`config.mk`:
```
export PLATFORM = sky130hd
export DESIGN_NAME = soc_rst_sequencer
export DESIGN_NICKNAME = d
export VERILOG_FILES = /design/src/rtl/soc_rst_sequencer_pkg.sv /design/src/rtl/soc_rst_sequencer_btn_debounce.sv /design/src/rtl/soc_rst_sequencer.sv
export SDC_FILE = /design/constraint.sdc
export NUM_CORES = 1
export LEC_CHECK = 0
export BUFFER_PORTS_ARGS = -buffer_cell sky130_fd_sc_hd__buf_2
export CAP_MARGIN = 10
export CORE_AREA = 2 2 60 62
export CTS_CLUSTER_DIAMETER = 100
export DETAILED_ROUTE_END_ITERATION = 16
export DIE_AREA = 0 0 62 64
export HOLD_SLACK_MARGIN = 0.08
export PLACE_DENSITY = 0.69
export REMOVE_ABC_BUFFERS = 1
export SYNTH_ARGS = -nofsm -noshare
export SYNTH_HDL_FRONTEND = slang
export SYNTH_SLANG_ARGS = --single-unit
```
`constraint.sdc`:
```
create_clock -name clk_i -period 4.9 [get_ports clk_i]
set_input_delay 0.735 -clock clk_i [delete_from_list [all_inputs] [get_ports clk_i]]
set_output_delay 0.735 -clock clk_i [all_outputs]
set_load 0.02 [all_outputs]
```
`src/rtl/soc_rst_sequencer_pkg.sv`:
```
// Shared definitions for the SoC reset sequencer: state encoding and sizing helpers.
package soc_rst_sequencer_pkg;

    localparam logic [2:0] ST_WAIT_LOCK   = 3'd0;
    localparam logic [2:0] ST_LOCK_STABLE = 3'd1;
    localparam logic [2:0] ST_HOLD        = 3'd2;
    localparam logic [2:0] ST_RUN         = 3'd3;
    localparam logic [2:0] ST_DONE        = 3'd4;

    typedef enum logic [2:0] {
        WAIT_LOCK   = ST_WAIT_LOCK,
        LOCK_STABLE = ST_LOCK_STABLE,
        HOLD        = ST_HOLD,
        RUN         = ST_RUN,
        DONE        = ST_DONE
    } state_e;

    localparam int unsigned RST_COUNT_W = 8;

    function automatic int unsigned max_u(input int unsigned a, input int unsigned b);
        return (a > b) ? a : b;
    endfunction

endpackage

```
`src/rtl/soc_rst_sequencer_btn_debounce.sv`:
```
// Pushbutton conditioning: 2-flop synchronizer, level debounce and a one-cycle press pulse.
module btn_debounce #(
    parameter int unsigned DEBOUNCE_CYCLES = 16
) (
    input  logic clk_i,
    input  logic rst_i,
    input  logic btn_i,
    output logic press_o
);

    localparam int unsigned CW = $clog2(DEBOUNCE_CYCLES) + 1;
    localparam logic [CW-1:0] CNT_LAST = CW'(DEBOUNCE_CYCLES - 1);

    logic          sync_meta_q;
    logic          btn_s_q;
    logic          btn_d_q;
    logic          btn_d_d;
    logic          press_q;
    logic          press_d;
    logic [CW-1:0] cnt_q;
    logic [CW-1:0] cnt_d;

    // The run length restarts whenever the synchronized level agrees with the accepted one.
    always_comb begin
        cnt_d   = '0;
        btn_d_d = btn_d_q;
        press_d = 1'b0;
        if (btn_s_q != btn_d_q) begin
            if (cnt_q == CNT_LAST) begin
                btn_d_d = btn_s_q;
                press_d = btn_s_q;
            end else begin
                cnt_d = cnt_q + 1'b1;
            end
        end
    end

    always_ff @(posedge clk_i) begin
        if (rst_i) begin
            sync_meta_q <= 1'b0;
            btn_s_q     <= 1'b0;
            btn_d_q     <= 1'b0;
            press_q     <= 1'b0;
            cnt_q       <= '0;
        end else begin
            sync_meta_q <= btn_i;
            btn_s_q     <= sync_meta_q;
            btn_d_q     <= btn_d_d;
            press_q     <= press_d;
            cnt_q       <= cnt_d;
        end
    end

    assign press_o = press_q;

endmodule

```
`src/rtl/soc_rst_sequencer.sv`:
```
// Power-on/pushbutton reset sequencer: waits for a stable PLL lock, holds SoC reset, then runs.
module soc_rst_sequencer
    import soc_rst_sequencer_pkg::*;
#(
    parameter int unsigned LOCK_STABLE_CYCLES = 1024,
    parameter int unsigned RST_HOLD_CYCLES    = 64,
    parameter int unsigned DEBOUNCE_CYCLES    = 16
) (
    input  logic                   clk_i,
    input  logic                   rst_i,
    input  logic                   pll_locked_i,
    input  logic                   btn_rst_i,
    input  logic                   exit_valid_i,
    input  logic                   exit_value_i,
    output logic                   soc_rst_no,
    output logic                   rst_led_o,
    output logic [2:0]             state_o,
    output logic                   exit_value_o,
    output logic [RST_COUNT_W-1:0] rst_count_o
);

    localparam int unsigned CNT_W = $clog2(max_u(LOCK_STABLE_CYCLES, RST_HOLD_CYCLES)) + 1;
    localparam logic [CNT_W-1:0] LOCK_LAST = CNT_W'(LOCK_STABLE_CYCLES - 1);
    localparam logic [CNT_W-1:0] HOLD_LAST = CNT_W'(RST_HOLD_CYCLES - 1);
    localparam logic [RST_COUNT_W-1:0] COUNT_MAX = '1;

    state_e                 state_q;
    state_e                 state_d;
    logic [CNT_W-1:0]       cnt_q;
    logic [CNT_W-1:0]       cnt_d;
    logic                   lock_meta_q;
    logic                   lock_s_q;
    logic                   exit_valid_q;
    logic                   exit_value_q;
    logic                   exit_value_d;
    logic [RST_COUNT_W-1:0] rst_count_q;
    logic [RST_COUNT_W-1:0] rst_count_d;
    logic                   soc_rst_no_q;
    logic                   press;
    logic                   exit_edge;

    btn_debounce #(
        .DEBOUNCE_CYCLES(DEBOUNCE_CYCLES)
    ) u_btn_debounce (
        .clk_i  (clk_i),
        .rst_i  (rst_i),
        .btn_i  (btn_rst_i),
        .press_o(press)
    );

    assign exit_edge = exit_valid_i & ~exit_valid_q;

    // Lock loss outranks a press, so a press arriving with lock loss is never counted.
    always_comb begin
        state_d      = state_q;
        cnt_d        = '0;
        exit_value_d = exit_value_q;
        rst_count_d  = rst_count_q;
        unique case (state_q)
            WAIT_LOCK: begin
                if (lock_s_q) begin
                    state_d = LOCK_STABLE;
                end
            end
            LOCK_STABLE: begin
                if (!lock_s_q) begin
                    state_d = WAIT_LOCK;
                end else if (cnt_q == LOCK_LAST) begin
                    state_d = HOLD;
                end else begin
                    cnt_d = cnt_q + 1'b1;
                end
            end
            HOLD: begin
                if (!lock_s_q) begin
                    state_d = WAIT_LOCK;
                end else if (cnt_q == HOLD_LAST) begin
                    state_d = RUN;
                end else begin
                    cnt_d = cnt_q + 1'b1;
                end
            end
            RUN: begin
                if (!lock_s_q) begin
                    state_d = WAIT_LOCK;
                end else if (press) begin
                    state_d = HOLD;
                    if (rst_count_q != COUNT_MAX) begin
                        rst_count_d = rst_count_q + 1'b1;
                    end
                end else if (exit_edge) begin
                    state_d      = DONE;
                    exit_value_d = exit_value_i;
                end
            end
            DONE: begin
                if (!lock_s_q) begin
                    state_d = WAIT_LOCK;
                end else if (press) begin
                    state_d = HOLD;
                    if (rst_count_q != COUNT_MAX) begin
                        rst_count_d = rst_count_q + 1'b1;
                    end
                end
            end
            default: begin
                state_d = WAIT_LOCK;
            end
        endcase
        if (state_d == HOLD && state_q != HOLD) begin
            exit_value_d = 1'b0;
        end
    end

    always_ff @(posedge clk_i) begin
        if (rst_i) begin
            state_q      <= WAIT_LOCK;
            cnt_q        <= '0;
            lock_meta_q  <= 1'b0;
            lock_s_q     <= 1'b0;
            exit_valid_q <= 1'b0;
            exit_value_q <= 1'b0;
            rst_count_q  <= '0;
            soc_rst_no_q <= 1'b0;
        end else begin
            state_q      <= state_d;
            cnt_q        <= cnt_d;
            lock_meta_q  <= pll_locked_i;
            lock_s_q     <= lock_meta_q;
            exit_valid_q <= exit_valid_i;
            exit_value_q <= exit_value_d;
            rst_count_q  <= rst_count_d;
            soc_rst_no_q <= (state_d == RUN) || (state_d == DONE);
        end
    end

    assign soc_rst_no   = soc_rst_no_q;
    assign rst_led_o    = soc_rst_no_q;
    assign state_o      = state_q;
    assign exit_value_o = exit_value_q;
    assign rst_count_o  = rst_count_q;

endmodule

```
==> run_results.csv <==
group,metric,value,unit
critical_path,r2r_end,"cnt_q[3]",
hold_path,hold_path_class,"flip-flop to flip-flop",
synth,async_flop_share,0,
critical_path,reg2reg_from,"cnt_q[0]",
floorplan,rows,21,
final_layout,n_antenna_cell,0,
critical_path,crit_arrival,2.31,ns
synth,synth_largest_area_cell,"dfxtp_1",
timing,fmax,471,MHz
floorplan,die_h,64,um
cts,cts_resized,0,
critical_path,end_kind,"flip-flop",
floorplan,dieArea,3970,sq um
place,place.gp.congestion,0.855,
critical_path,worstPathMaxFanout,10,
cts,cts_tree,"yes",
timing,fin_crit,2.12,ns
power,leakagePower,0.000669,uW
place,dpl.cell_count,234,
synth,synth_edf_count,0,
timing,finalSetupViolations,0,
synth,yosysWarnings,0,
hold_path,hold_end,"lock_s_q",
grt,overflow,0,
critical_path,cp-startpoint,"cnt_q[0]",
cts,cts_buffer_depth,2,
timing,drv_slew,0,
grt,grt_first_pass_wirelength,5140,um
synth,syn_avg_cell_area,9.20,sq um
timing,rsz0062_at_grt,"false",
final_layout,area_growth,11.9,%
route,drc,0,
status,status,"complete, no violations",
cts,clk_latency,0.34,ns
synth,synth_top_cell_area_share,0.445,
grt,grt.total_usage,0.170,
run,drv_cap,0,
floorplan,start_util,0.493,
synth,syn_inst,176,
timing,setup-tns-final,0,ns
cts,cts_sinks,36,
final_layout,num-nets-final,205,
floorplan,die_x,62,um
route,viasPerCell,5.52,
power,irDropWorstVdd,0.214,mV
timing,finClkSkew,0.0137,ns
grt,grt_pass1_vias,1189,
final_layout,final_util,0.552,
route,routedWlPerCell,12.4,um
synth,synth-main-ff-cell,"dfxtp_1",
timing,period_share,0.433,
cts,root_buffer,"clkbuf_4",
power,p_per_area,283,nW/um^2
critical_path,path_class,"flip-flop to flip-flop",
cts,clk_pin_slew,0.12,ns
critical_path,worstRegToRegCells,5,
synth,synth_seq_cells,36,
timing,finalHoldViolations,0,
place,hpwlAfterDp,2200,um
final_layout,fin_cells,242,
timing,holdWs,0.440,ns
critical_path,rrSetupSlack,2.78,ns
timing,worst_pin_slew,0.731,ns
critical_path,cp.required,5.09,ns
timing,relSlewSlack,0.511,
cts,htreeDepth,2,
route,vias,1335,
hold_path,holdPathStages,1,
route,postRouteAntennaNets,0,
floorplan,core_area,3280,sq um
route,first_pass_iters,5,
synth,synth_area_leaders,"dfxtp_1 (45%), nor2_1 (4.4%), xor2_1 (4.3%)",
cts,numCtsBuffers,5,
route,first_iter_violations,140,
cts,post_cts_buffers,0,
place,io_buffers,19,
critical_path,startpoint_type,"flip-flop",
hold_path,hp-start,"lock_meta_q",
synth,syn_area,1620,sq um
final_layout,drive_gt1_frac,0.173,
floorplan,ioPinCount,20,
synth,ys_types,43,
synth,yosysSeqAreaShare,0.445,
route,wirelength,3010,um
grt,grt_antenna_before_repair,0,
cts,holdBufCountCts,0,
grt,grt_start_max_net_pins,19,
synthesized netlist by cell type (3+ instances only):
master,number
nor2_1,19
nand2_1,7
and3_1,3
nand2b_1,5
nor2b_1,8
a21oi_1,9
o31ai_1,3
nand4_1,4
dfxtp_1,36
inv_1,6
or2_2,3
and4_1,4
xnor2_1,4
xor2_1,8
nand3_1,9
clkbuf_1,3
o41ai_1,4
or4_1,4
a31oi_1,3
ha_1,4
routing by layer:
layer / vias up / track usage / part of all wire
met2: 33 / 0.266 / 0.47
met3: 7 / 0.0607 / 0.050
li1: 675 / - / -
met4: 0 / 0.0479 / 0.016
met5: - / 0 / 0
met1: 620 / 0.216 / 0.47
stage by stage:
step | instance area [sq um] | total power (uW) | worst slack (ns)
2_1_floorplan | 1580 | 308 | 3.02
3_3_place_gp | 1730 | 313 | 2.90
3_5_place_dp | 1730 | 314 | 2.81
4_1_cts | 1810 | 521 | 2.81
5_1_grt | 1810 | 533 | 2.56
6_report | 1810 | 513 | 2.78
cells by family after synthesis:
kind of cell,count (synthesis),share of synthesized area
buffers and inverters,13,0.0386
AOI/OAI and AO/OA,30,0.128
DFF,36,0.445
and+or+nand+nor,79,0.279
xor gates and xnor gates,12,0.0649
adders and majority gates,4,0.0309
muxes,2,0.0131
power by group:
part,internal [uW],switching [uW],total [uW]
sequential,295,1.78,297
clock,106,99.8,206
combinational,4.73,5.69,10.4
total,406,107,513
sequential cells by signal, indices dropped and copies added (netlist names):
register	count
exit_value_o	1
exit_valid_q	1
u_btn_debounce.btn_s_q	1
rst_led_o	1
lock_meta_q	1
u_btn_debounce.cnt_q	5
rst_count_o	8
cnt_q	11
lock_s_q	1
state_o	3
u_btn_debounce.btn_d_q	1
u_btn_debounce.press_o	1
u_btn_debounce.sync_meta_q	1
worst max path at each step:
stage	cells past startpoint	slack (ns)	endpoint
2_1_floorplan	4	3.02	rst_count_o[4]
3_3_place_gp	5	2.90	cnt_q[10]
3_5_place_dp	5	2.81	cnt_q[3]
4_1_cts	5	2.81	cnt_q[3]
5_1_grt	5	2.56	cnt_q[3]
6_report	5	2.78	cnt_q[3]
worst max-delay path, stage by stage (launching register included):
cell and delay (ns):
dfxtp_1 0.44, ha_1 0.32, nor2b_1 0.28, a31oi_1 0.19, o21bai_1 0.64, nor2_1 0.12
cells in the final DEF (no fill, tap or decap), drive strengths merged, types with 2 or more instances in the layout:
master and n:
and3 3, inv 6, or3b 2, xor2 8, nand3b 2, xnor2 4
nor2b 8, o21ai 2, a211oi 2, o31ai 3, dfxtp 36, nor3 2
nand2 7, or3 2, or2 3, a31oi 3, and4 4, or4 4
nand4b 2, nand2b 5, o41ai 4, ha 4, nand3 9, a21oi 9
clkbuf 5, nand4 4, nor2 19, buf 19
layout make-up:
type	instances	area, sq um
well taps	46	57.6
multi-input cells	127	836
clock buffers	5	37.5
flip-flops and latches	36	721
inverters	6	22.5
clock inverters	3	42.5
fillers	307	1470
repair buffers	19	95.1
(Power assumes the default switching activity.)
